==> src/rtl/ehl_ahb_matrix_in.sv <==
// Master-side input stage of the AHB matrix: decodes the master address onto SNUM slave ports,
// tracks the data-phase owner and returns its response, with a built-in ERROR default slave.
module ehl_ahb_matrix_in #(
    parameter int                 SNUM = 4,
    parameter logic [SNUM*32-1:0] BASE = {SNUM{32'h0}},
    parameter logic [SNUM*32-1:0] MASK = {SNUM{32'hF000_0000}}
) (
    input  logic                 hclk,
    input  logic                 hresetn,
    input  logic [31:0]          im_haddr,
    input  logic [1:0]           im_htrans,
    input  logic                 im_hwrite,
    input  logic [2:0]           im_hsize,
    input  logic [2:0]           im_hburst,
    input  logic [3:0]           im_hprot,
    input  logic [31:0]          im_hwdata,
    output logic [31:0]          om_hrdata,
    output logic                 om_hready,
    output logic [1:0]           om_hresp,
    output logic [SNUM-1:0]      os_hsel,
    output logic [31:0]          os_haddr,
    output logic [1:0]           os_htrans,
    output logic                 os_hwrite,
    output logic [2:0]           os_hsize,
    output logic [2:0]           os_hburst,
    output logic [3:0]           os_hprot,
    output logic [31:0]          os_hwdata,
    output logic                 os_hready,
    input  logic [SNUM*32-1:0]   is_hrdata,
    input  logic [SNUM-1:0]      is_hready,
    input  logic [SNUM*2-1:0]    is_hresp
);

    typedef enum logic [1:0] {
        D_IDLE = 2'd0,
        D_ERR1 = 2'd1,
        D_ERR2 = 2'd2
    } dstate_e;

    localparam logic [1:0] RESP_OKAY  = 2'b00;
    localparam logic [1:0] RESP_ERROR = 2'b01;

    logic [SNUM-1:0] hsel;
    logic            unmapped_xfer;
    logic [SNUM:0]   dsel_d, dsel_q;
    logic            dsel_legal;
    dstate_e         state_d, state_q;
    logic            err_hready;
    logic [1:0]      err_hresp;
    logic            hready_m;

    // Address phase is a pure pass-through to every slave port.
    assign os_haddr  = im_haddr;
    assign os_htrans = im_htrans;
    assign os_hwrite = im_hwrite;
    assign os_hsize  = im_hsize;
    assign os_hburst = im_hburst;
    assign os_hprot  = im_hprot;
    assign os_hwdata = im_hwdata;

    // Scanning from the top down lets the lowest matching index overwrite the others.
    always_comb begin
        // NOTE: every always_comb output gets a default first so no path can infer a latch.
        hsel = '0;
        for (int s = SNUM - 1; s >= 0; s--) begin
            if ((im_haddr & MASK[s*32 +: 32]) == (BASE[s*32 +: 32] & MASK[s*32 +: 32])) begin
                hsel    = '0;
                hsel[s] = 1'b1;
            end
        end
    end

    assign os_hsel       = hsel;
    assign unmapped_xfer = ~(|hsel) & im_htrans[1];
    assign dsel_legal    = $onehot0(dsel_q);

    // Default-slave FSM: output decode.
    always_comb begin
        err_hready = 1'b1;
        err_hresp  = RESP_OKAY;
        case (state_q)
            D_ERR1: begin
                err_hready = 1'b0;
                err_hresp  = RESP_ERROR;
            end
            D_ERR2: err_hresp = RESP_ERROR;
            default: ;
        endcase
    end

    // Response mux; a corrupted owner register behaves as "no owner".
    always_comb begin
        om_hrdata = '0;
        hready_m  = 1'b1;
        om_hresp  = RESP_OKAY;
        if (dsel_legal) begin
            for (int s = 0; s < SNUM; s++) begin
                if (dsel_q[s]) begin
                    om_hrdata = is_hrdata[s*32 +: 32];
                    hready_m  = is_hready[s];
                    om_hresp  = is_hresp[s*2 +: 2];
                end
            end
            if (dsel_q[SNUM]) begin
                hready_m = err_hready;
                om_hresp = err_hresp;
            end
        end
    end

    assign om_hready = hready_m;
    assign os_hready = hready_m;

    always_comb begin
        if (!dsel_legal)   dsel_d = '0;
        else if (hready_m) dsel_d = {unmapped_xfer, hsel};
        else               dsel_d = dsel_q;
    end

    // Default-slave FSM: next state. D_ERR2 completes, so it may accept a new access.
    always_comb begin
        state_d = D_IDLE;
        case (state_q)
            D_IDLE, D_ERR2: state_d = (hready_m && unmapped_xfer) ? D_ERR1 : D_IDLE;
            D_ERR1:         state_d = D_ERR2;
            default:        state_d = D_IDLE;
        endcase
    end

    // NOTE: state registers use non-blocking assignments so every flop samples pre-edge values.
    always_ff @(posedge hclk or negedge hresetn) begin
        if (!hresetn) begin
            dsel_q  <= '0;
            state_q <= D_IDLE;
        end else begin
            dsel_q  <= dsel_d;
            state_q <= state_d;
        end
    end

endmodule

==> config.mk <==
export PLATFORM = sky130hd
export DESIGN_NAME = ehl_ahb_matrix_in
export DESIGN_NICKNAME = d
export VERILOG_FILES = /design/src/rtl/ehl_ahb_matrix_in.sv
export SDC_FILE = /design/constraint.sdc
export NUM_CORES = 1
export LEC_CHECK = 0
export ABC_AREA = 1
export CAP_MARGIN = 20
export CORE_AREA = 4 4 127 129
export DETAILED_ROUTE_END_ITERATION = 10
export DIE_AREA = 0 0 131 133
export GPL_TIMING_DRIVEN = 0
export PLACE_DENSITY = 0.58
export SYNTH_ARGS = -nofsm -noshare
export SYNTH_HDL_FRONTEND = slang
export SYNTH_SLANG_ARGS = --single-unit
==> constraint.sdc <==
create_clock -name hclk -period 1.6 [get_ports hclk]
set_input_delay 0.48 -clock hclk [delete_from_list [all_inputs] [get_ports hclk]]
set_output_delay 0.48 -clock hclk [all_outputs]
set_load 0.05 [all_outputs]
==> results.cfg, run 1 <==
[run_status]
outcome = finished, violations left
violations = negative setup slack

[layout]
utilization_pct = 23.84
fin_nets = 591
fin_cells = 553
design_area_um2 = 3583
areaGrowthSynthToFinish_pct = 209.3
drive_gt1_share_pct = 57.26
seqCellArea_um2 = 103.9
fillers = 1591
multi_input_area_um2 = 604.3
diodes = 0

[setup_path]
r2r_start = state_q[1]$_DFF_PN0_
slowest_delay_ns = 0.38
critPathKind = register to output port
ff2ff_setup_slack_ns = 0.33
crit_required_ns = 1.12
end_kind = output port
path_max_fanout = 3
cp_slowest_cell = dfrtp_1
r2r-end = state_q[0]$_DFF_PN0_
cp.arrival_ns = 1.39
cp-start-kind = register
r2r_cells = 5
cp_cell_sequence = inv_2, ha_4, nand3_4, nand2_4, clkinvlp_4, buf_8, buf_12

[die]
initial_core_util_pct = 7.707
die_x_um = 131
core_area_um2 = 15030
row_count = 45
die-area_um2 = 17420
pin_count = 336
fp.dieH_um = 133

[cts]
cts.path.max_buffers = 2
hold_buffers = 0
clk_pin_slew_worst_paths_ns = 0.03
numCtsBuffers = 3
cts_root_buf = clkbuf_16
insertion_delay_ns = 0.22
cts_max_level = 1
clkSinkCount = 4
cts_tree = yes

[sta]
setup_slack_ns = -0.2746
worst_pin_slew_ns = 0.5459
slew-limit-headroom_pct = 63.75
skew_ns = 0.00006460
setup_violations = 36
finalHoldViolCount = 0
layout_min_cycle_time_ns = 1.875
drv_slew = 0
max_freq_ghz = 0.5334
finalCritPeriodShare_pct = 117.2
rsz0062_at_grt = yes

[drt]
drtIter0Drc = 16
wl_per_cell_um = 12.46
drc = 0
via_per_inst = 3.040
num_vias = 1681
drtAntennaViolNets = 0
wl_mm = 6.888
drt_pass1_iterations = 4

[pwr]
p_seq_share_pct = 8.1
power_density_nw_per_um2 = 667.0
power_switching_w = 0.001184
combinationalPowerShare_pct = 75.6
internal_power_w = 0.001206
power_frac_clock_pct = 16.3
ir_worst_vdd_v = 0.0003434
switching_share_pct = 49.53
p_leak_nw = 1.808

[place]
dpl_worst_slack_ns = -1.084
dp_cells = 531
place_congestion = 0.7281
hpwl_mm = 5.765
portBuffers = 155
placed_area_um2 = 3179

[synthesis]
synth_cell_types = 11
yosysMostFrequentCell = buf_4
async_flop_share_pct = 100.0
yosys_warnings = 0
synth_common_cells = buf_4 (84), inv_1 (40), nor2_1 (35), nand2_1 (8)
netlist_area_um2 = 1159
syn_inst = 186
synth_edf_count = 0
synth_largest_area_cell = buf_4
synth_area_leaders = buf_4 (54%), inv_1 (13%), nor2_1 (11%)
yosysTopAreaCellShare_pct = 54.43
avgSynthCellArea_um2 = 6.229
ys_seq_area_share_pct = 8.639
synth_seq_cells = 4
synthFlopType = dfrtp_1

[global_routing]
grt_pass1_wl_mm = 9.301
antenna_found_initial = 0
track_usage_pct = 6.859
grt_pass1_vias = 1819
grt-ovfl-total = 0
grt_max_degree = 11

[hold_path]
min_path_type = input port to async pin

[job]
drv_cap = 0
-- routing by layer --
| metal | up-vias | wire length [µm] | GRT usage [%] | part of all wire, % |
|---|---|---|---|---|
| met5 | - | 0 | 0 | 0 |
| met4 | 0 | 40 | 1.200 | 0.58 |
| met3 | 5 | 1195 | 4.885 | 17 |
| met2 | 123 | 3595 | 12.22 | 52 |
| met1 | 749 | 2056 | 6.407 | 30 |
| li1 | 804 | - | - | - |
-- stage by stage --
stage	power (W)	TNS, ns	hold WS, ns
finish	0.002390	-6.734	0.4718
detailed placement	0.001756	-52.87	0.6360
CTS	0.002295	-6.781	0.4769
global placement	0.001742	-52.52	0.6192
global route	0.002508	-8.635	0.4929
floorplan	0.001240	-1.261	0.1844
-- power by group through the flow --
stage / combinational, W / clock, W / sequential [W]
2_1_floorplan: 0.00106 / 0 / 0.000183
3_3_place_gp: 0.00155 / 0 / 0.000187
3_5_place_dp: 0.00156 / 0 / 0.000191
4_1_cts: 0.00172 / 0.000392 / 0.000187
5_1_grt: 0.00191 / 0.000397 / 0.000199
6_report: 0.00181 / 0.000389 / 0.000194
-- layout by cell type, fill, tap and decap left out, drive strengths merged --
cell,instances
clkdlybuf4s15,6
o21bai,2
nor2,35
clkdlybuf4s50,32
o21ai,1
nand3,5
inv,39
dfrtp,4
clkinvlp,1
clkbuf,11
dlygate4sd2,68
buf,144
ha,5
nand2,8
conb,3
nor3,1
-- how the worst max path moves through the flow --
stage                                    start   endpoint  slack, ns  cells past startpoint
after floorplan           state_q[1]$_DFF_PN0_  os_hready      -0.13                      6
after global placement            is_hready[0]  os_hready      -1.10                      7
after detailed placement          is_hready[0]  os_hready      -1.08                      7
after CTS                 state_q[1]$_DFF_PN0_  os_hready      -0.26                      7
after global routing      state_q[1]$_DFF_PN0_  os_hready      -0.32                      7
final                     state_q[1]$_DFF_PN0_  os_hready      -0.27                      7
-- worst max-delay path: cells and delay by family (launching register included) --
kind / cells / cell delay (ns)
flip-flops: 1 / 0.38
AND/OR/NAND/NOR: 2 / 0.16
adder cells (fa/ha/maj): 1 / 0.15
buffers and inverters: 4 / 0.47
-- timing repair --
action	4_1_cts	5_1_grt
gates resized for setup	418	34
setup buffers	13	3
endpoints found under the setup margin	114	45
pin swaps	7	6
cloned	1	2
-- logic make-up after synthesis --
kind of cell / share of synthesized area [%]
AOI/OAI and AO/OA: 1.727
adders and majority gates: 5.400
buffers and inverters: 67.39
DFF: 8.640
other: 0.3237
and+or+nand+nor: 16.52
-- cell type report --
type / instances / share of cell area (%)
clock buffer: 3 / 2.095
multi-input combinational: 60 / 16.86
tap: 188 / 6.564
timing repair buffer: 174 / 48.36
inverter: 40 / 4.365
buffer: 84 / 18.85
sequential: 4 / 2.898
-- state kept, by name, summed over array words and instances (netlist names) --
name / count
dsel_q: 2
state_q: 2
Note: power is estimated with default switching activity, not from simulation.
==> run 2, diff against run 1 <==
- CORE_AREA: 4 4 127 129 -> 8 8 124 126
- DIE_AREA: 0 0 131 133 -> 0 0 132 134
- PLACE_DENSITY: 0.58 -> 0.62
==> results.cfg, run 2 (synthesis gave the netlist of run 1 again) <==
[cts]
insertion_delay_ns = 0.22
numCtsBuffers = 3
hold_buffers = 0
clkSinkCount = 4
clk_pin_slew_worst_paths_ns = 0.03
cts.path.max_buffers = 2
cts_tree = yes
cts_max_level = 1
cts_root_buf = clkbuf_16

[layout]
reg_top3 = dsel_q: 2 flops, state_q: 2 flops
final_cell_mix = buf_4 (94), dlygate4sd2_1 (62), inv_1 (34)
fin_nets = 591
seqCellArea_um2 = 101.3
fillers = 1451
multi_input_area_um2 = 601.8
diodes = 0
areaGrowthSynthToFinish_pct = 207.5
drive_gt1_share_pct = 54.25
final_common_cell = buf_4

[global_routing]
grt_max_degree = 11
grt_pass1_vias = 1963
grtUsageMet3_pct = 5.684
antenna_found_initial = 0
gr-usage-met1_pct = 7.296
track_usage_pct = 7.566
grt_busiest_layer = met2
met2_usage_pct = 12.67
grt-ovfl-total = 0
grt_pass1_wl_mm = 10.64

[setup_path]
crit_start = state_q[1]$_DFF_PN0_
cp.arrival_ns = 1.36
r2r_cells = 7
ff2ff_setup_slack_ns = 0.39
setup.worst_path.end = os_hready
r2r-end = dsel_q[0]$_DFFE_PN0P_
path_max_fanout = 2
end_kind = output port
cp-start-kind = register
r2r_start = state_q[1]$_DFF_PN0_
critPathKind = register to output port
crit_required_ns = 1.12

[sta]
worst_pin_slew_ns = 0.5637
tns_ns = -6.109
setup_slack_ns = -0.2404
setup_violations = 35
drv_slew = 0
skew_ns = 0.001367
rsz0062_at_grt = yes
finalCritPeriodShare_pct = 115.0
finalHoldViolCount = 0
max_freq_ghz = 0.5434
slew-limit-headroom_pct = 62.57
layout_min_cycle_time_ns = 1.840

[drt]
drtAntennaViolNets = 0
num_vias = 1679
drc = 0
drt_pass1_iterations = 2
wl_per_cell_um = 13.66
drtIter0Drc = 4
wl_mm = 7.447
via_per_inst = 3.081

[place]
dpl_worst_slack_ns = -1.069
place_congestion = 0.7576
hpwl_mm = 6.519
portBuffers = 155

[pwr]
p_leak_nw = 1.800
ir_worst_vdd_v = 0.0003046
power_density_nw_per_um2 = 677.0

[die]
die_x_um = 132
fp.dieH_um = 134
die-area_um2 = 17690
initial_core_util_pct = 8.580
core_area_um2 = 13500
row_count = 43
pin_count = 336

[job]
drv_cap = 0

[hold_path]
min_path_type = input port to async pin

[run_status]
violations = negative setup slack
outcome = finished, violations left
run 2: cell types whose count changed in the layout (fill, tap and decap cells not counted), moves of 2 or more:
cell	delta
inv_1	+3
nand2_2	-2
dlygate4sd2_1	-6
inv_2	-3
buf_6	+9
buf_8	-10
dfrtp_2	-2
nor2_1	+2
clkdlybuf4s15_1	+9
dfrtp_1	+2
clkbuf_2	-2
nand2_1	+2
run 2: worst min path at each step:
stage / to / slack [ns]
floorplan: dsel_q[0]$_DFFE_PN0P_ / 0.18
global placement: state_q[1]$_DFF_PN0_ / 0.61
detailed placement: state_q[1]$_DFF_PN0_ / 0.64
CTS: dsel_q[4]$_DFFE_PN0P_ / 0.46
global route: dsel_q[4]$_DFFE_PN0P_ / 0.47
finish: dsel_q[4]$_DFFE_PN0P_ / 0.46
run 2: layer usage:
metal	vias up	share of wire (%)
li1	799	-
met1	744	35
met2	132	49
met3	4	15
met4	0	0.56
met5	-	0
run 2: final cells by class:
| type | count | share of cell area (%) |
|---|---|---|
| Sequential cell | 4 | 2.845 |
| Inverter | 40 | 4.391 |
| Multi-Input combinational cell | 60 | 16.89 |
| Clock buffer | 3 | 2.107 |
| Timing Repair Buffer | 174 | 48.47 |
| Tap cell | 180 | 6.322 |
| Buffer | 84 | 18.97 |
run 2: worst max-delay path, cell delays in order, from the launching register on:
cell,delay (ns)
dfrtp_1,0.38
inv_2,0.09
ha_4,0.13
nand3_4,0.07
nand2_4,0.08
clkinvlp_4,0.11
buf_8,0.13
buf_12,0.13
run 2: what timing repair did:
item | 4_1_cts | 5_1_grt
setup buffers | 11 | 5
endpoints found under the setup margin | 114 | 47
pin swaps | 7 | 9
cloned | 1 | 2
gates resized for setup | 401 | 33
run 2: where the power goes:
part / switching, W / internal, W / leakage, nW / total, W
Sequential: 0.0000463 / 0.000140 / 0.0499 / 0.000186
Clock: 0.0000675 / 0.000319 / 0.0370 / 0.000386
Combinational: 0.00107 / 0.000771 / 1.71 / 0.00184
Total: 0.00118 / 0.00123 / 1.80 / 0.00241
run 2: per-stage QoR:
stage	util [%]	hold WS, ns	total power, W	instances	area, µm²
2_1_floorplan	-	0.1844	0.001240	188	1393
3_3_place_gp	23.47	0.6148	0.001734	523	3169
3_5_place_dp	23.47	0.6395	0.001749	523	3169
4_1_cts	25.08	0.4606	0.002287	538	3387
5_1_grt	26.38	0.4712	0.002542	545	3562
6_report	26.38	0.4623	0.002412	545	3562
==> run 3, diff against run 2 <==
- PLACE_DENSITY: 0.62 -> default
- PLACE_DENSITY_LB_ADDON: default -> 0.15
==> results.cfg, run 3 (synthesis gave the netlist of run 1 again) <==
[sta]
layout_min_cycle_time_ns = 1.829
slew-limit-headroom_pct = 63.87
setup_slack_ns = -0.2291
rsz0062_at_grt = yes
drv_slew = 0
worst_pin_slew_ns = 0.5441
max_freq_ghz = 0.5467
tns_ns = -5.987
finalHoldViolCount = 0
skew_ns = 0.002253
finalCritPeriodShare_pct = 114.3
setup_violations = 35

[hold_path]
min_path_type = input port to async pin

[pwr]
switching_share_pct = 48.96
ir_worst_vdd_v = 0.0002839
p_seq_share_pct = 8.3
internal_power_w = 0.001201
p_leak_nw = 1.786
combinationalPowerShare_pct = 75.1
power_frac_clock_pct = 16.6
power_density_nw_per_um2 = 670.3
power_switching_w = 0.001152

[run_status]
outcome = finished, violations left
violations = negative setup slack

[place]
hpwl_mm = 5.483
place_congestion = 0.6947
dpl_worst_slack_ns = -1.077
portBuffers = 155

[drt]
drtAntennaViolNets = 0
drtIter0Drc = 7
wl_mm = 6.219
drc = 0
via_per_inst = 2.911
drt_pass1_iterations = 2
wl_per_cell_um = 11.52
num_vias = 1572

[layout]
final_cell_mix = buf_4 (90), dlygate4sd2_1 (75), inv_1 (34), nor2_4 (32), clkdlybuf4s50_1 (32)
diodes = 0
fillers = 1494
drive_gt1_share_pct = 54.17
fin_nets = 586
areaGrowthSynthToFinish_pct = 203.0
final_common_cell = buf_4
reg_top3 = dsel_q: 2 flops, state_q: 2 flops

[global_routing]
grt_busiest_layer = met2
grt_pass1_wl_mm = 8.797
track_usage_pct = 6.041
grt_pass1_vias = 1644
met2_usage_pct = 10.01
grtUsageMet3_pct = 3.403
gr-usage-met1_pct = 6.462
grt_max_degree = 11
grt-ovfl-total = 0
antenna_found_initial = 0

[cts]
cts_max_level = 1
numCtsBuffers = 3
cts_root_buf = clkbuf_16
hold_buffers = 0
cts_tree = yes
insertion_delay_ns = 0.22
cts.path.max_buffers = 2
clkSinkCount = 4
clk_pin_slew_worst_paths_ns = 0.03

[die]
pin_count = 336
die_x_um = 132
die-area_um2 = 17690
core_area_um2 = 13500
fp.dieH_um = 134
row_count = 43
initial_core_util_pct = 8.580

[setup_path]
crit_required_ns = 1.12
crit_top_cell = buf_8
path_max_fanout = 4
slowest_delay_ns = 0.43
end_kind = output port
cp_cell_sequence = inv_4, nand3_2, nand2_4, clkinvlp_4, buf_8, buf_8
cp_slowest_cell = dfrtp_2
cp-start-kind = register
cp.arrival_ns = 1.35
critPathKind = register to output port

[job]
drv_cap = 0
==> run 3: power by group through the flow <==
stage | registers (W) | logic, W | clock network (W)
floorplan | 0.000183 | 0.00106 | 0
global placement | 0.000188 | 0.00154 | 0
detailed placement | 0.000192 | 0.00155 | 0
CTS | 0.000195 | 0.00164 | 0.000397
global route | 0.000200 | 0.00187 | 0.000404
finish | 0.000194 | 0.00177 | 0.000390
==> run 3: metrics by stage <==
stage	total power [W]	util (%)	hold slack [ns]	std cells	instance area [µm²]
6_report	0.002353	26.00	0.4822	540	3511
5_1_grt	0.002478	26.00	0.5002	540	3511
3_5_place_dp	0.001741	23.47	0.6429	523	3169
2_1_floorplan	0.001240	-	0.1844	188	1393
3_3_place_gp	0.001730	23.47	0.6158	523	3169
4_1_cts	0.002231	24.47	0.4782	532	3304
==> run 3: metal layers <==
| metal | vias up | part of all wire (%) |
|---|---|---|
| met5 | - | 0 |
| met4 | 0 | 0.85 |
| met3 | 4 | 13 |
| met2 | 124 | 49 |
| met1 | 654 | 37 |
| li1 | 790 | - |
==> run 3: what timing repair did <==
item | 4_1_cts | 5_1_grt
gates resized for setup | 397 | 25
setup endpoints to repair | 114 | 38
setup buffers | 6 | 5
cloned | 0 | 3
pin swaps | 9 | 7
==> run 3: worst paths after layout <==
kind | start | end | slack [ns] | cells past startpoint
hold reg to reg | dsel_q[4]$_DFFE_PN0P_ | dsel_q[0]$_DFFE_PN0P_ | 0.66 | 3
setup reg to reg | state_q[1]$_DFF_PN0_ | state_q[0]$_DFF_PN0_ | 0.37 | 5
setup / recovery | dsel_q[4]$_DFFE_PN0P_ | os_hready | -0.23 | 6
max in group asynchronous | hresetn | dsel_q[0]$_DFFE_PN0P_ | 0.91 | 1
hold / removal | hresetn | state_q[1]$_DFF_PN0_ | 0.48 | 1
min in group hclk | dsel_q[4]$_DFFE_PN0P_ | dsel_q[0]$_DFFE_PN0P_ | 0.66 | 3
==> run 3: critical path: cells and delay by family, from the launching register on <==
kind	cells	cell delay, ns
buffers and inverters	4	0.46
and+or+nand+nor	2	0.23
DFF	1	0.43
==> run 3: area by class of cell <==
| type | count | area [µm²] | share of cell area (%) |
|---|---|---|---|
| multi-input combinational | 60 | 596.8 | 17.00 |
| buffer | 84 | 675.6 | 19.24 |
| inverter | 40 | 156.4 | 4.455 |
| sequential | 4 | 103.9 | 2.958 |
| clock buffer | 3 | 75.07 | 2.138 |
| tap | 180 | 225.2 | 6.415 |
| timing repair buffer | 169 | 1678 | 47.79 |
